`config.mk`:
```
export PLATFORM = sky130hd
export DESIGN_NAME = bsg_mesh_proc_injector
export DESIGN_NICKNAME = d
export VERILOG_FILES = /design/src/rtl/bsg_mesh_inject_pkg.sv /design/src/rtl/bsg_mesh_inject_fifo.sv /design/src/rtl/bsg_mesh_proc_injector.sv
export SDC_FILE = /design/constraint.sdc
export NUM_CORES = 1
export LEC_CHECK = 0
export BUFFER_PORTS_ARGS = -buffer_cell sky130_fd_sc_hd__buf_2
export CAP_MARGIN = 20
export CORE_ASPECT_RATIO = 1.5
export CORE_MARGIN = 2
export CORE_UTILIZATION = 29
export CTS_CLUSTER_DIAMETER = 80
export CTS_CLUSTER_SIZE = 24
export DETAILED_ROUTE_END_ITERATION = 12
export GPL_ROUTABILITY_DRIVEN = 0
export GPL_TIMING_DRIVEN = 1
export PLACE_DENSITY = 0.49
export SYNTH_ARGS = -nofsm -noshare
export SYNTH_HDL_FRONTEND = slang
export SYNTH_SLANG_ARGS = --single-unit
```
`constraint.sdc`:
```
create_clock -name clk_i -period 3.07 [get_ports clk_i]
set_input_delay 0.307 -clock clk_i [delete_from_list [all_inputs] [get_ports clk_i]]
set_output_delay 0.307 -clock clk_i [all_outputs]
set_load 0.01 [all_outputs]
```
`src/rtl/bsg_mesh_inject_pkg.sv`:
```
// Shared types for the mesh processor-port injector: packet layout and FSM state encoding.
package bsg_mesh_inject_pkg;

    localparam int DefDataWidth = 4;
    localparam int DefXWidth    = 1;
    localparam int DefYWidth    = 1;

    // Field order is LSB first: dest_x sits at bit 0 and src_y at the top.
    typedef struct packed {
        logic [DefYWidth-1:0]    src_y;
        logic [DefXWidth-1:0]    src_x;
        logic [DefDataWidth-1:0] payload;
        logic [DefYWidth-1:0]    dest_y;
        logic [DefXWidth-1:0]    dest_x;
    } packet_t;

    typedef logic [1:0] state_t;

    localparam state_t STATE_RUN   = 2'd0;
    localparam state_t STATE_DRAIN = 2'd1;
    localparam state_t STATE_DONE  = 2'd2;

endpackage

```
`src/rtl/bsg_mesh_inject_fifo.sv`:
```
// Two-entry registered FIFO. A push is accepted while full when a pop happens in the same cycle.
module bsg_mesh_inject_fifo
    import bsg_mesh_inject_pkg::*;
#(
    parameter int width_p = 8
) (
    input  logic               clk_i,
    input  logic               reset_n_i,
    input  logic               push_i,
    input  logic [width_p-1:0] data_i,
    input  logic               pop_i,
    output logic               full_o,
    output logic               empty_o,
    output logic [width_p-1:0] data_o
);

    logic [width_p-1:0] mem_q [2];
    logic               rdPtr_q;
    logic               wrPtr_q;
    logic [1:0]         count_q;
    logic               doPush;
    logic               doPop;

    assign full_o  = (count_q == 2'd2);
    assign empty_o = (count_q == 2'd0);
    assign doPop   = pop_i & ~empty_o;
    assign doPush  = push_i & (~full_o | doPop);
    assign data_o  = mem_q[rdPtr_q];

    always_ff @(posedge clk_i or negedge reset_n_i) begin
        if (!reset_n_i) begin
            rdPtr_q <= 1'b0;
            wrPtr_q <= 1'b0;
            count_q <= 2'd0;
        end else begin
            if (doPush) wrPtr_q <= ~wrPtr_q;
            if (doPop)  rdPtr_q <= ~rdPtr_q;
            count_q <= count_q + {1'b0, doPush} - {1'b0, doPop};
        end
    end

    // Storage is not reset; the occupancy count alone decides what is valid.
    always_ff @(posedge clk_i) begin
        if (doPush) mem_q[wrPtr_q] <= data_i;
    end

endmodule

```
`src/rtl/bsg_mesh_proc_injector.sv`:
```
// Processor-port injector with credit flow control and flush/drain FSM.
// Define BSG_MESH_INJECT_STATS_EN to add the sent/stall statistics counters.
module bsg_mesh_proc_injector
    import bsg_mesh_inject_pkg::*;
#(
    parameter  int data_width_p   = 4,
    parameter  int x_cord_width_p = 1,
    parameter  int y_cord_width_p = 1,
    parameter  int credits_p      = 4,
    localparam int width_lp       = 2*(x_cord_width_p+y_cord_width_p)+data_width_p
) (
    input  logic                      clk_i,
    input  logic                      reset_n_i,
    input  logic [x_cord_width_p-1:0] my_x_i,
    input  logic [y_cord_width_p-1:0] my_y_i,
    input  logic                      v_i,
    output logic                      ready_o,
    input  logic [x_cord_width_p-1:0] dest_x_i,
    input  logic [y_cord_width_p-1:0] dest_y_i,
    input  logic [data_width_p-1:0]   payload_i,
    output logic                      link_v_o,
    output logic [width_lp-1:0]       link_data_o,
    input  logic                      link_yumi_i,
    input  logic                      credit_i,
    input  logic                      flush_i,
    output logic                      drained_o,
`ifdef BSG_MESH_INJECT_STATS_EN
    output logic [31:0]               sent_cnt_o,
    output logic [31:0]               stall_cnt_o,
`endif
    output logic                      error_o
);

    localparam int CreditWidth = $clog2(credits_p + 1);
    localparam logic [CreditWidth-1:0] CreditMax = CreditWidth'(credits_p);

    typedef struct packed {
        logic [y_cord_width_p-1:0] src_y;
        logic [x_cord_width_p-1:0] src_x;
        logic [data_width_p-1:0]   payload;
        logic [y_cord_width_p-1:0] dest_y;
        logic [x_cord_width_p-1:0] dest_x;
    } pkt_t;

    pkt_t                   pktIn;
    logic                   fifoFull;
    logic                   fifoEmpty;
    logic [width_lp-1:0]    fifoHead;
    logic                   accept;
    logic                   pop;
    logic                   creditOverflow;
    state_t                 state_q, state_d;
    logic [CreditWidth-1:0] creditCnt_q, creditCnt_d;
    logic                   error_q, error_d;

    always_comb begin
        pktIn.src_y   = my_y_i;
        pktIn.src_x   = my_x_i;
        pktIn.payload = payload_i;
        pktIn.dest_y  = dest_y_i;
        pktIn.dest_x  = dest_x_i;
    end

    assign ready_o     = (state_q == STATE_RUN) & ~fifoFull & (creditCnt_q != '0);
    assign accept      = v_i & ready_o;
    assign pop         = link_yumi_i & ~fifoEmpty;
    assign link_v_o    = ~fifoEmpty;
    assign link_data_o = fifoHead;
    assign drained_o   = (state_q == STATE_DONE);
    assign error_o     = error_q;

    bsg_mesh_inject_fifo #(
        .width_p (width_lp)
    ) fifo (
        .clk_i     (clk_i),
        .reset_n_i (reset_n_i),
        .push_i    (accept),
        .data_i    (pktIn),
        .pop_i     (pop),
        .full_o    (fifoFull),
        .empty_o   (fifoEmpty),
        .data_o    (fifoHead)
    );

    // A returned credit and a newly spent one cancel; a surplus return saturates and is flagged.
    always_comb begin
        creditCnt_d    = creditCnt_q;
        creditOverflow = 1'b0;
        if (accept && !credit_i) begin
            creditCnt_d = creditCnt_q - CreditWidth'(1);
        end else if (credit_i && !accept) begin
            if (creditCnt_q == CreditMax) creditOverflow = 1'b1;
            else                          creditCnt_d = creditCnt_q + CreditWidth'(1);
        end
        error_d = error_q | creditOverflow | (link_yumi_i & fifoEmpty);
    end

    always_comb begin
        state_d = state_q;
        case (state_q)
            STATE_RUN:   if (flush_i) state_d = STATE_DRAIN;
            STATE_DRAIN: if (fifoEmpty && creditCnt_q == CreditMax) state_d = STATE_DONE;
            STATE_DONE:  state_d = flush_i ? STATE_DRAIN : STATE_RUN;
            default:     state_d = STATE_RUN;
        endcase
    end

    always_ff @(posedge clk_i or negedge reset_n_i) begin
        if (!reset_n_i) begin
            state_q     <= STATE_RUN;
            creditCnt_q <= CreditMax;
            error_q     <= 1'b0;
        end else begin
            state_q     <= state_d;
            creditCnt_q <= creditCnt_d;
            error_q     <= error_d;
        end
    end

`ifdef BSG_MESH_INJECT_STATS_EN
    logic [31:0] sentCnt_q;
    logic [31:0] stallCnt_q;

    assign sent_cnt_o  = sentCnt_q;
    assign stall_cnt_o = stallCnt_q;

    // Sent count wraps naturally; stall count holds at all-ones.
    always_ff @(posedge clk_i or negedge reset_n_i) begin
        if (!reset_n_i) begin
            sentCnt_q  <= 32'd0;
            stallCnt_q <= 32'd0;
        end else begin
            if (pop) sentCnt_q <= sentCnt_q + 32'd1;
            if (v_i && !ready_o && stallCnt_q != 32'hFFFF_FFFF) stallCnt_q <= stallCnt_q + 32'd1;
        end
    end
`endif

endmodule
```
# ---- After elaboration in Yosys (flattened, before gate mapping)
# Memory sizes are Yosys's and may differ from the RTL's.
# Cells that the tools add are included.
dict set report classes {
  addsub 4
  n_eq_ne 7
  mux 12
  bitwise 14
  reduce_logical 11
}
# op n
set op_table {}
lappend op_table {{$mux W3} 3}
lappend op_table {{$and A1 B1 Y1} 7}
lappend op_table {{$mux W1} 6}
lappend op_table {{$ne A2 B2 Y1 const B} 3}
lappend op_table {{$pmux W2 S3} 1}
lappend op_table {{$eq A2 B2 Y1 const B} 2}
lappend op_table {{$logic_not A2 Y1} 2}
lappend op_table {{$mux W2} 2}
lappend op_table {{$not A1 Y1} 4}
lappend op_table {{$reduce_and A2 Y1} 2}
lappend op_table {{$add A3 B1 Y3 const B} 1}
lappend op_table {{$eq A3 B3 Y1 const B} 1}
lappend op_table {{$logic_and A1 B1 Y1} 3}
lappend op_table {{$or A1 B1 Y1} 3}
lappend op_table {{$reduce_bool A3 Y1} 1}
lappend op_table {{$sub A3 B1 Y3 const B} 1}
lappend op_table {{$add A2 B1 Y2} 1}
lappend op_table {{$eq A2 B1 Y1 const B} 1}
lappend op_table {{$logic_not A1 Y1} 2}
lappend op_table {{$reduce_bool A2 Y1} 1}
lappend op_table {{$sub A2 B1 Y2} 1}
dict set report word_totals {
  register_bits 10
  mem_bits_rw 16
  inputBits 14
  output_inout_bits 12
  mem_count 1
}
# memory depth word_bits rd rd_clocked_by_memory_dff wr line_no
set mem_list {}
lappend mem_list {fifo.mem_q 2 8 1 0 1 bsg_mesh_inject_fifo.sv:17} ;# logic [width_p-1:0] mem_q [2];

# ---- Depth between registers and ports, before layout
# Gate-level depths: netlist of the first run.
dict set report depth {
  word_depth 11
  ltp_mapped 9
}

# ---- Modules after synthesis
# A second synthesis of the first run with hierarchy kept.
dict set report unflattened {
  hier_cells 83
  hier_area_um2 1177.4
}
# mod instances cells_each area_per_inst_um2 seq_area_each_um2
set modules_own_cells {}
lappend modules_own_cells {bsg_mesh_inject_fifo 1 47 794.5 580.6}
lappend modules_own_cells {bsg_mesh_proc_injector 1 36 382.9 151.4}

# ---- Least setup slack after synthesis of the first run
# Ideal clock, no wire load.
dict set report synth_path {
  kind {reg2reg}
  startpoint {reg state_q[0]}
  endpoint {reg creditCnt_q[1]}
  setup_time_ns 0.127
  arrival_ns 2.097
  setup_slack_ns 0.846
  path_stages_with_launch 10
  n_path_buf 1
  period_less_slack_ns 2.224
  cell_sequence {dfrtp_1 nor2_1 and3_4 buf_6 o21ai_1 nand2b_1 fa_1 a211oi_1 a21o_1 a2bb2oi_2}
}
dict set report synth_via {
  elab_chain_len 8
  elab_cells_between_ends 11
}
# item line_no
set synth_lines {}
lappend synth_lines {{from (decl)} bsg_mesh_proc_injector.sv:52} ;# state_t state_q, state_d;
lappend synth_lines {{from (signal assigned)} bsg_mesh_proc_injector.sv:114} ;# state_q <= state_d;
lappend synth_lines {{$logic_not A2 Y1 (*)} bsg_mesh_proc_injector.sv:64} ;# assign ready_o = (state_q == STATE_RUN) & ~fifoFull & (creditCnt_q != '0);
lappend synth_lines {{$and A1 B1 Y1 (*) (2 in a row)} bsg_mesh_proc_injector.sv:64}
lappend synth_lines {{$and A1 B1 Y1 (*)} bsg_mesh_proc_injector.sv:65} ;# assign accept = v_i & ready_o;
lappend synth_lines {{$logic_not A1 Y1} bsg_mesh_proc_injector.sv:91} ;# end else if (credit_i && !accept) begin
lappend synth_lines {{$logic_and A1 B1 Y1} bsg_mesh_proc_injector.sv:91}
lappend synth_lines {{$reduce_bool A2 Y1 (no line)} n/a}
lappend synth_lines {{$reduce_and A2 Y1 (no line)} n/a}
lappend synth_lines {{to (signal assigned)} bsg_mesh_proc_injector.sv:111} ;# creditCnt_q <= CreditMax;
lappend synth_lines {{to (signal assigned)} bsg_mesh_proc_injector.sv:115} ;# creditCnt_q <= creditCnt_d;
lappend synth_lines {{to (decl)} bsg_mesh_proc_injector.sv:53} ;# logic [CreditWidth-1:0] creditCnt_q, creditCnt_d;
# Mark *: on every way between the ends. The rest lies on a longest branch, timed or not.
# A chain may end at the register's enable or synchronous reset.

# ---- Final worst setup path of the first run
# Ends and elaborated chain as after synthesis.

==> results.json, run 1 <==
{
  "setup_violations": 0,
  "synth_top_cells_by_count": "edfxtp_1 (16), dfrtp_1 (9), inv_1 (9), mux2_2 (9), nor2_1 (6)",
  "grt_pass1_wl_mm": 3.92,
  "worst_slew_pin_slew_ns": 0.733,
  "grt_setup_unrepaired": "false",
  "finalCritPeriodShare": 0.785,
  "insertion_delay_ns": 0.26,
  "final_antenna_net_count": 0,
  "syn_to_final_growth_pct": 20.5,
  "track_usage": 0.104,
  "critical_path.endpoint": "creditCnt_q[1]",
  "finalNetCount": 134,
  "power_density_mw_per_mm2": 874,
  "fillers": 397,
  "synth_area_sq_mm": 0.00121,
  "reg2reg_depth": 8,
  "syn_inst": 88,
  "grt_overflow_total": 0,
  "grt_pass1_vias": 881,
  "synth-edff-count": 16,
  "vias_per_cell": 4.82,
  "wl_per_cell_um": 14.0,
  "ys.flop_type": "edfxtp_1",
  "cts_buffer_depth": 2,
  "cts_resized": 0,
  "drt_pass1_iterations": 4,
  "worstReg2RegStart": "state_q[0]",
  "ys_seq_area_frac": 0.606,
  "diodes": 0,
  "hold_viol_final": 0,
  "synth_largest_area_cell": "edfxtp_1",
  "period_needed_ns": 2.41,
  "avgSynthCellArea_sq_um": 13.7,
  "synth_nets": 105,
  "outcome": "completed",
  "clkTransAtPathRegs_ns": 0.09,
  "synthArstFlopShare": 0.385,
  "end_kind": "flop",
  "vias": 776,
  "synth_cell_type_count": 31,
  "cts_tree": "yes",
  "yosysMostFrequentCell": "edfxtp_1",
  "leakage_nw": 0.585,
  "hold_path_class": "input pin to flop",
  "clock.fmax_mhz": 415,
  "reg2reg_setup_slack_ns": 0.66,
  "drt_iter0_markers": 23,
  "slew_headroom": 0.510,
  "cts_buffers": 3,
  "initial_core_util": 0.305,
  "num_rows": 28,
  "finClkSkew_ns": 0.00725,
  "crit_arrival_ns": 2.60,
  "hpwl_mm": 1.73,
  "crit_type": "flop to flop",
  "drv_slew": 0,
  "drive_above_1_share": 0.362,
  "critPathMaxFanout": 9,
  "antenna_found_initial": 0,
  "drc": 0,
  "synth_top_cells_by_area": "edfxtp_1 (40%), dfrtp_1 (19%), mux2_2 (8.4%), xnor2_1 (2.9%), inv_1 (2.8%)",
  "dpl_cell_area_sq_mm": 0.00137,
  "clockRootBuffer": "clkbuf_8",
  "synth_top_area_frac": 0.398,
  "grt_max_degree": 16,
  "die-height_um": 83.0,
  "critPathLaunchType": "flop",
  "synth_warnings": 0,
  "stdcell_area_sq_mm": 0.00146,
  "r2r-end": "creditCnt_q[1]",
  "htreeDepth": 1,
  "coreArea_sq_mm": 0.00396,
  "drv_cap": 0,
  "fin_tns_setup_ns": 0,
  "wirelength_mm": 2.25,
  "critPathLaunch": "state_q[0]",
  "die_w_um": 56.7,
  "required_ns": 3.26,
  "ys_seq_elements": 26,
  "io_pins": 26,
  "io_buffers": 25,
  "clock_sinks": 26,
  "dieArea_sq_mm": 0.00471,
  "vdd_drop_max_mv": 0.448
}
[timing repair]
action	CTS	global route
endpoints found under the hold margin	9	0
setup buffers	0	0
hold buffers	1	0
setup endpoints to repair	0	0
[where the power goes]
group / switching, mW / leakage [nW] / internal [mW]
clock: 0.101 / 0.0357 / 0.174
combinational: 0.238 / 0.292 / 0.223
sequential: 0.0852 / 0.258 / 0.450
total: 0.424 / 0.585 / 0.847
[cell type report]
| cell class | count | area, sq um | share of cell area |
|---|---|---|---|
| clock inverter | 1 | 30.0 | 0.0206 |
| sequential | 26 | 732 | 0.503 |
| multi-input combinational | 51 | 427 | 0.293 |
| tap | 45 | 56.3 | 0.0387 |
| inverter | 9 | 33.8 | 0.0232 |
| clock buffer | 3 | 41.3 | 0.0284 |
| timing repair buffer | 26 | 135 | 0.0929 |
[cells in the final DEF, fill, tap and decap left out, types with 2 or more instances in the layout]
cell type	n
inv_1	9
a21oi_1	4
buf_2	25
a21o_1	2
edfxtp_1	16
nor2_1	6
mux2_2	9
xnor2_1	4
nand2_1	2
ha_1	2
nand2b_1	3
nor2b_1	2
dfrtp_1	9
o221ai_1	2
clkbuf_8	3
[how the worst min path moves through the flow]
stage                       startpoint               end  slack (ns)  cells after the start
after floorplan              reset_n_i    creditCnt_q[0]        0.01                      0
after global placement       reset_n_i        state_q[1]        0.19                      1
after detailed placement     reset_n_i        state_q[1]        0.19                      1
after CTS                 payload_i[3]  fifo.mem_q[0][5]        0.22                      1
after global routing      payload_i[3]  fifo.mem_q[0][5]        0.21                      1
final                     payload_i[3]  fifo.mem_q[0][5]        0.23                      1
[routing by layer]
| layer | routed length [um] | vias to the layer above | global-route usage |
|---|---|---|---|
| met4 | 19 | 0 | 0.0325 |
| met5 | 0 | - | 0 |
| li1 | - | 373 | - |
| met3 | 101 | 2 | 0.0234 |
| met1 | 906 | 377 | 0.113 |
| met2 | 1220 | 24 | 0.195 |
[registers in the layout, summed over array words and instances, names as in the netlist]
register,cells
fifo.mem_q,16
fifo.rdPtr_q,1
error_o,1
fifo.wrPtr_q,1
state_q,2
creditCnt_q,3
fifo.count_q,2
[metrics by stage]
step                hold slack [ns]  utilization  instances  worst slack [ns]  total power [mW]
floorplan                    0.0114            -         88             0.846             0.881
global placement              0.188        0.347        156             0.764             0.987
detailed placement            0.191        0.347        156             0.664              1.01
CTS                           0.219        0.368        161             0.637              1.29
global route                  0.207        0.368        161             0.470              1.37
finish                        0.226        0.368        161             0.660              1.27
[cell families after synthesis]
group,after synthesis,synth area share
muxes,9,0.0839
AOI/OAI and AO/OA,17,0.120
xor gates and xnor gates,5,0.0363
buffers and inverters,11,0.0404
adders and majority gates,3,0.0373
DFF,26,0.606
and+or+nand+nor,17,0.0756
[worst max-delay path, stage by stage (launching register included)]
cell and delay, ns:
dfrtp_1 0.42, nor2_1 0.19, and3_4 0.30, o21ai_1 0.17
nand2b_1 0.20, fa_1 0.54, a211oi_1 0.25, a21o_1 0.16
a2bb2oi_2 0.12
No activity file was read; power rests on OpenSTA's default activity.
==> run 2, diff against run 1 <==
clock period = 2.5 ns   (was 3.07 ns; I/O delays follow)
==> results.json, run 2 (synthesis gave the netlist of run 1 again) <==
{
  "outcome": "completed",
  "power_density_mw_per_mm2": 1030,
  "wirelength_mm": 2.16,
  "reg2reg_setup_slack_ns": 0.16,
  "diodes": 0,
  "largest_register_ff_count": 16,
  "slew_headroom": 0.735,
  "io_pins": 26,
  "clock.fmax_mhz": 428,
  "vias_per_cell": 4.93,
  "worstReg2RegStart": "state_q[0]",
  "grt_overflow_total": 0,
  "dp_slack_ns": 0.0863,
  "cp_slowest_cell": "fa_2",
  "coreArea_sq_mm": 0.00396,
  "reg2reg_depth": 8,
  "fin_tns_setup_ns": 0,
  "worst-path-buf-inv": 0,
  "hp-start": "dest_y_i",
  "htreeDepth": 1,
  "antenna_found_initial": 0,
  "track_usage": 0.0991,
  "final_antenna_net_count": 0,
  "grt_setup_unrepaired": "false",
  "cts_setup_buffers": 0,
  "cts_buffers": 3,
  "setup_violations": 0,
  "finClkSkew_ns": 0.00382,
  "crit_type": "flop to flop",
  "die-height_um": 83.0,
  "hold_viol_final": 0,
  "critical_path.top_delay_family": "simple AND/OR/NAND/NOR gates",
  "initial_core_util": 0.305,
  "largestRegisters": "fifo.mem_q x16, creditCnt_q x3",
  "layout_common_cells": "buf_2 (25), edfxtp_1 (16), mux2_2 (9), inv_1 (9), dfrtp_1 (9)",
  "path_cells": "nor2_2 > and3_4 > o21ai_1 > nand2b_1 > fa_2 > a211oi_1 > a21o_1 > a2bb2oi_2",
  "cts_buffer_depth": 2,
  "required_ns": 2.65,
  "drt_pass1_iterations": 4,
  "hpwl_mm": 1.65,
  "min_to": "fifo.mem_q[1][1]",
  "drt_iter0_markers": 28,
  "crit_arrival_ns": 2.49,
  "drv_cap": 0,
  "vias": 803,
  "clock_sinks": 26,
  "critPathMaxFanout": 9,
  "critPathLaunchType": "flop",
  "io_buffers": 25,
  "finalCritPeriodShare": 0.935,
  "end_kind": "flop",
  "cts_tree": "yes",
  "max_stage_delay_ns": 0.60,
  "clkTransAtPathRegs_ns": 0.09,
  "drv_slew": 0,
  "top_register": "fifo.mem_q",
  "final_common_cell": "buf_2",
  "grt_pass1_wl_mm": 3.72,
  "min_path_cells": 1,
  "finalNetCount": 136,
  "num_rows": 28,
  "fillers": 401,
  "wl_per_cell_um": 13.3,
  "leakage_nw": 0.589,
  "drive_above_1_share": 0.390,
  "insertion_delay_ns": 0.26,
  "syn_to_final_growth_pct": 20.8,
  "period_needed_ns": 2.34,
  "layout_setup_ws_ns": 0.163,
  "grt_max_degree": 15,
  "r2r-end": "creditCnt_q[1]",
  "vdd_drop_max_mv": 0.476,
  "clockRootBuffer": "clkbuf_8",
  "die_w_um": 56.7,
  "dieArea_sq_mm": 0.00471,
  "drc": 0,
  "hold_path_class": "input pin to flop",
  "worst_slew_pin_slew_ns": 0.398,
  "grt_pass1_vias": 874
}
-- run 2: cell types whose count changed in the layout (fill, tap and decap cells not counted), sizes merged --
cell    change
bufinv      -1
buf         +2
clkbuf      +1
-- run 2: layout make-up --
cell class                      count  area [sq um]  area share
Sequential cell                    26           732       0.502
Timing Repair Buffer               28           150       0.103
Clock buffer                        4          55.1      0.0377
Multi-Input combinational cell     51           432       0.296
Inverter                            9          33.8      0.0232
Tap cell                           45          56.3      0.0386
-- run 2: report_power, final --
part           internal, mW  switching (mW)
clock network         0.141           0.127
registers             0.553           0.105
logic                 0.284           0.291
total                 0.977           0.523
-- run 2: what timing repair did --
item / CTS / global route
endpoints found under the setup margin: 0 / 1
resized for setup: 0 / 2
endpoints found under the hold margin: 9 / 0
hold buffers: 1 / 0
-- run 2: worst max path at each step --
stage / end / depth (start not counted) / from / slack (ns)
5_1_grt: creditCnt_q[1] / 8 / creditCnt_q[0] / 0.01
2_1_floorplan: creditCnt_q[1] / 9 / state_q[0] / 0.28
3_3_place_gp: creditCnt_q[1] / 8 / state_q[0] / 0.21
4_1_cts: creditCnt_q[1] / 8 / state_q[0] / 0.06
3_5_place_dp: creditCnt_q[1] / 8 / state_q[0] / 0.09
6_report: creditCnt_q[1] / 8 / state_q[0] / 0.16
-- run 2: per-layer routing --
metal / part of all wire / track usage / wire length, um
met5: 0 / 0 / 0
met4: 0.014 / 0.0519 / 31
met3: 0.074 / 0.0218 / 159
met2: 0.52 / 0.181 / 1130
met1: 0.39 / 0.101 / 837
-- run 2: metrics by stage --
step / hold slack (ns) / util / instance area [sq um] / power [mW] / cells
detailed placement: 0.134 / 0.351 / 1390 / 1.24 / 158
floorplan: -0.0456 / - / 1210 / 1.08 / 88
CTS: 0.159 / 0.367 / 1450 / 1.52 / 163
global route: 0.154 / 0.369 / 1460 / 1.62 / 163
finish: 0.169 / 0.369 / 1460 / 1.50 / 163
global placement: 0.130 / 0.351 / 1390 / 1.22 / 158
==> run 3, diff against run 2 <==
CTS_BUF_LIST = sky130_fd_sc_hd__clkbuf_16   (was not set)
PLACE_DENSITY = 0.51   (was 0.49)
REMOVE_ABC_BUFFERS = 1   (was not set)
clock period = 1.9 ns   (was 2.5 ns; I/O delays follow)
==> results.json, run 3 (synthesis gave the netlist of run 1 again) <==
{
  "clkTransAtPathRegs_ns": 0.07,
  "path_cells": "nor2_2 > and3_4 > o21ai_2 > nand2b_4 > fa_2 > a211oi_2 > a21o_1 > a2bb2oi_2",
  "crit_arrival_ns": 2.08,
  "slew_headroom": 0.733,
  "hold_path_class": "input pin to flop",
  "drt_iter0_markers": 12,
  "dieArea_sq_mm": 0.00471,
  "outcome": "finished with violations",
  "cts_buffer_depth": 2,
  "insertion_delay_ns": 0.26,
  "io_buffers": 25,
  "vias": 862,
  "diodes": 0,
  "largestRegisters": "fifo.mem_q x16, creditCnt_q x3",
  "clockRootBuffer": "clkbuf_16",
  "vdd_drop_max_mv": 0.744,
  "drv_cap": 0,
  "finalNetCount": 152,
  "grt_setup_unrepaired": "true",
  "violations": "negative setup slack",
  "critPathLaunch": "state_q[0]",
  "worstReg2RegStart": "state_q[0]",
  "power_density_mw_per_mm2": 1520,
  "end_kind": "flop",
  "finalCritPeriodShare": 1.02,
  "die_w_um": 56.7,
  "period_needed_ns": 1.94,
  "layout_setup_ws_ns": -0.0432,
  "required_ns": 2.04,
  "cts_tree": "yes",
  "worst_slew_pin_slew_ns": 0.400,
  "top_register": "fifo.mem_q",
  "grt_max_degree": 16,
  "htreeDepth": 1,
  "fillers": 393,
  "cts_buffers": 3,
  "num_rows": 28,
  "syn_to_final_growth_pct": 36.9,
  "drt_pass1_iterations": 4,
  "drc": 0,
  "final_antenna_net_count": 0,
  "stdcell_area_sq_mm": 0.00165,
  "hpwl_mm": 1.80,
  "wirelength_mm": 2.37,
  "critPathLaunchType": "flop",
  "critPathMaxFanout": 3,
  "largest_register_ff_count": 16,
  "drive_above_1_share": 0.493,
  "max_stage_delay_ns": 0.58,
  "grt_overflow_total": 0,
  "grt_pass1_wl_mm": 4.06,
  "clock.fmax_mhz": 515,
  "hold_viol_final": 0,
  "leakage_nw": 0.705,
  "setup_violations": 1,
  "layout_common_cells": "buf_2 (25), buf_4 (18), edfxtp_1 (16)",
  "clock_sinks": 26,
  "dpl_cell_area_sq_mm": 0.00148,
  "cp_slowest_cell": "fa_2",
  "coreArea_sq_mm": 0.00396,
  "io_pins": 26,
  "hp-start": "payload_i[1]",
  "antenna_found_initial": 0,
  "initial_core_util": 0.305,
  "die-height_um": 83.0,
  "track_usage": 0.111,
  "grt_pass1_vias": 909,
  "crit_type": "flop to flop",
  "finClkSkew_ns": 0.00560,
  "fin_tns_setup_ns": -0.0432,
  "drv_slew": 0,
  "final_common_cell": "buf_2",
  "vias_per_cell": 4.82,
  "wl_per_cell_um": 13.2
}
run 3: area by class of cell:
| type | instances | area, sq um | share of cell area |
|---|---|---|---|
| clock inverter | 1 | 30.0 | 0.0182 |
| inverter | 9 | 33.8 | 0.0204 |
| multi-input combinational | 51 | 455 | 0.276 |
| timing repair buffer | 44 | 270 | 0.164 |
| tap | 45 | 56.3 | 0.0341 |
| sequential | 26 | 732 | 0.443 |
| clock buffer | 3 | 75.1 | 0.0454 |
run 3: report_power, final:
group	switching, mW	internal [mW]	total [mW]
Combinational	0.486	0.585	1.07
Sequential	0.104	0.727	0.831
Clock	0.186	0.419	0.605
Total	0.775	1.73	2.51
run 3: final timing paths:
path	cells after the start	slack [ns]	endpoint
setup reg to reg	8	-0.04	creditCnt_q[1]
hold reg to reg	1	0.49	fifo.wrPtr_q
setup / recovery	8	-0.04	creditCnt_q[1]
min in group asynchronous	2	0.32	state_q[1]
max in group asynchronous	2	1.31	creditCnt_q[2]
hold / removal	1	0.12	fifo.mem_q[0][3]
run 3: critical path: cells and delay by family (launching register included):
family / cells / cell delay [ns]
AO/OA/AOI/OAI: 4 / 0.40
adder cells (fa/ha/maj): 1 / 0.58
AND/OR/NAND/NOR: 3 / 0.46
flip-flops: 1 / 0.39
run 3: timing repair:
action | 4_1_cts | 5_1_grt
endpoints found under the setup margin | 2 | 2
hold endpoints to repair | 9 | 0
hold buffers | 1 | 0
pin swaps | 6 | 3
setup buffers | 3 | 1
gates resized for setup | 5 | 1
run 3: routing by layer:
layer,up-vias,track usage,share of wire
met5,-,0,0
met2,25,0.200,0.53
met1,418,0.123,0.40
met3,4,0.0156,0.043
li1,415,-,-
met4,0,0.0584,0.019
run 3: metrics by stage:
stage / cells / util / total power, mW / hold WS (ns) / setup WS [ns]
final: 179 / 0.418 / 2.51 / 0.119 / -0.0432
after global routing: 179 / 0.418 / 2.68 / 0.109 / -0.132
after CTS: 178 / 0.414 / 2.51 / 0.112 / -0.0597
after detailed placement: 170 / 0.374 / 1.81 / 0.0758 / -0.234
after global placement: 170 / 0.374 / 1.77 / 0.0712 / -0.139
after floorplan: 86 / - / 1.41 / -0.106 / -0.284
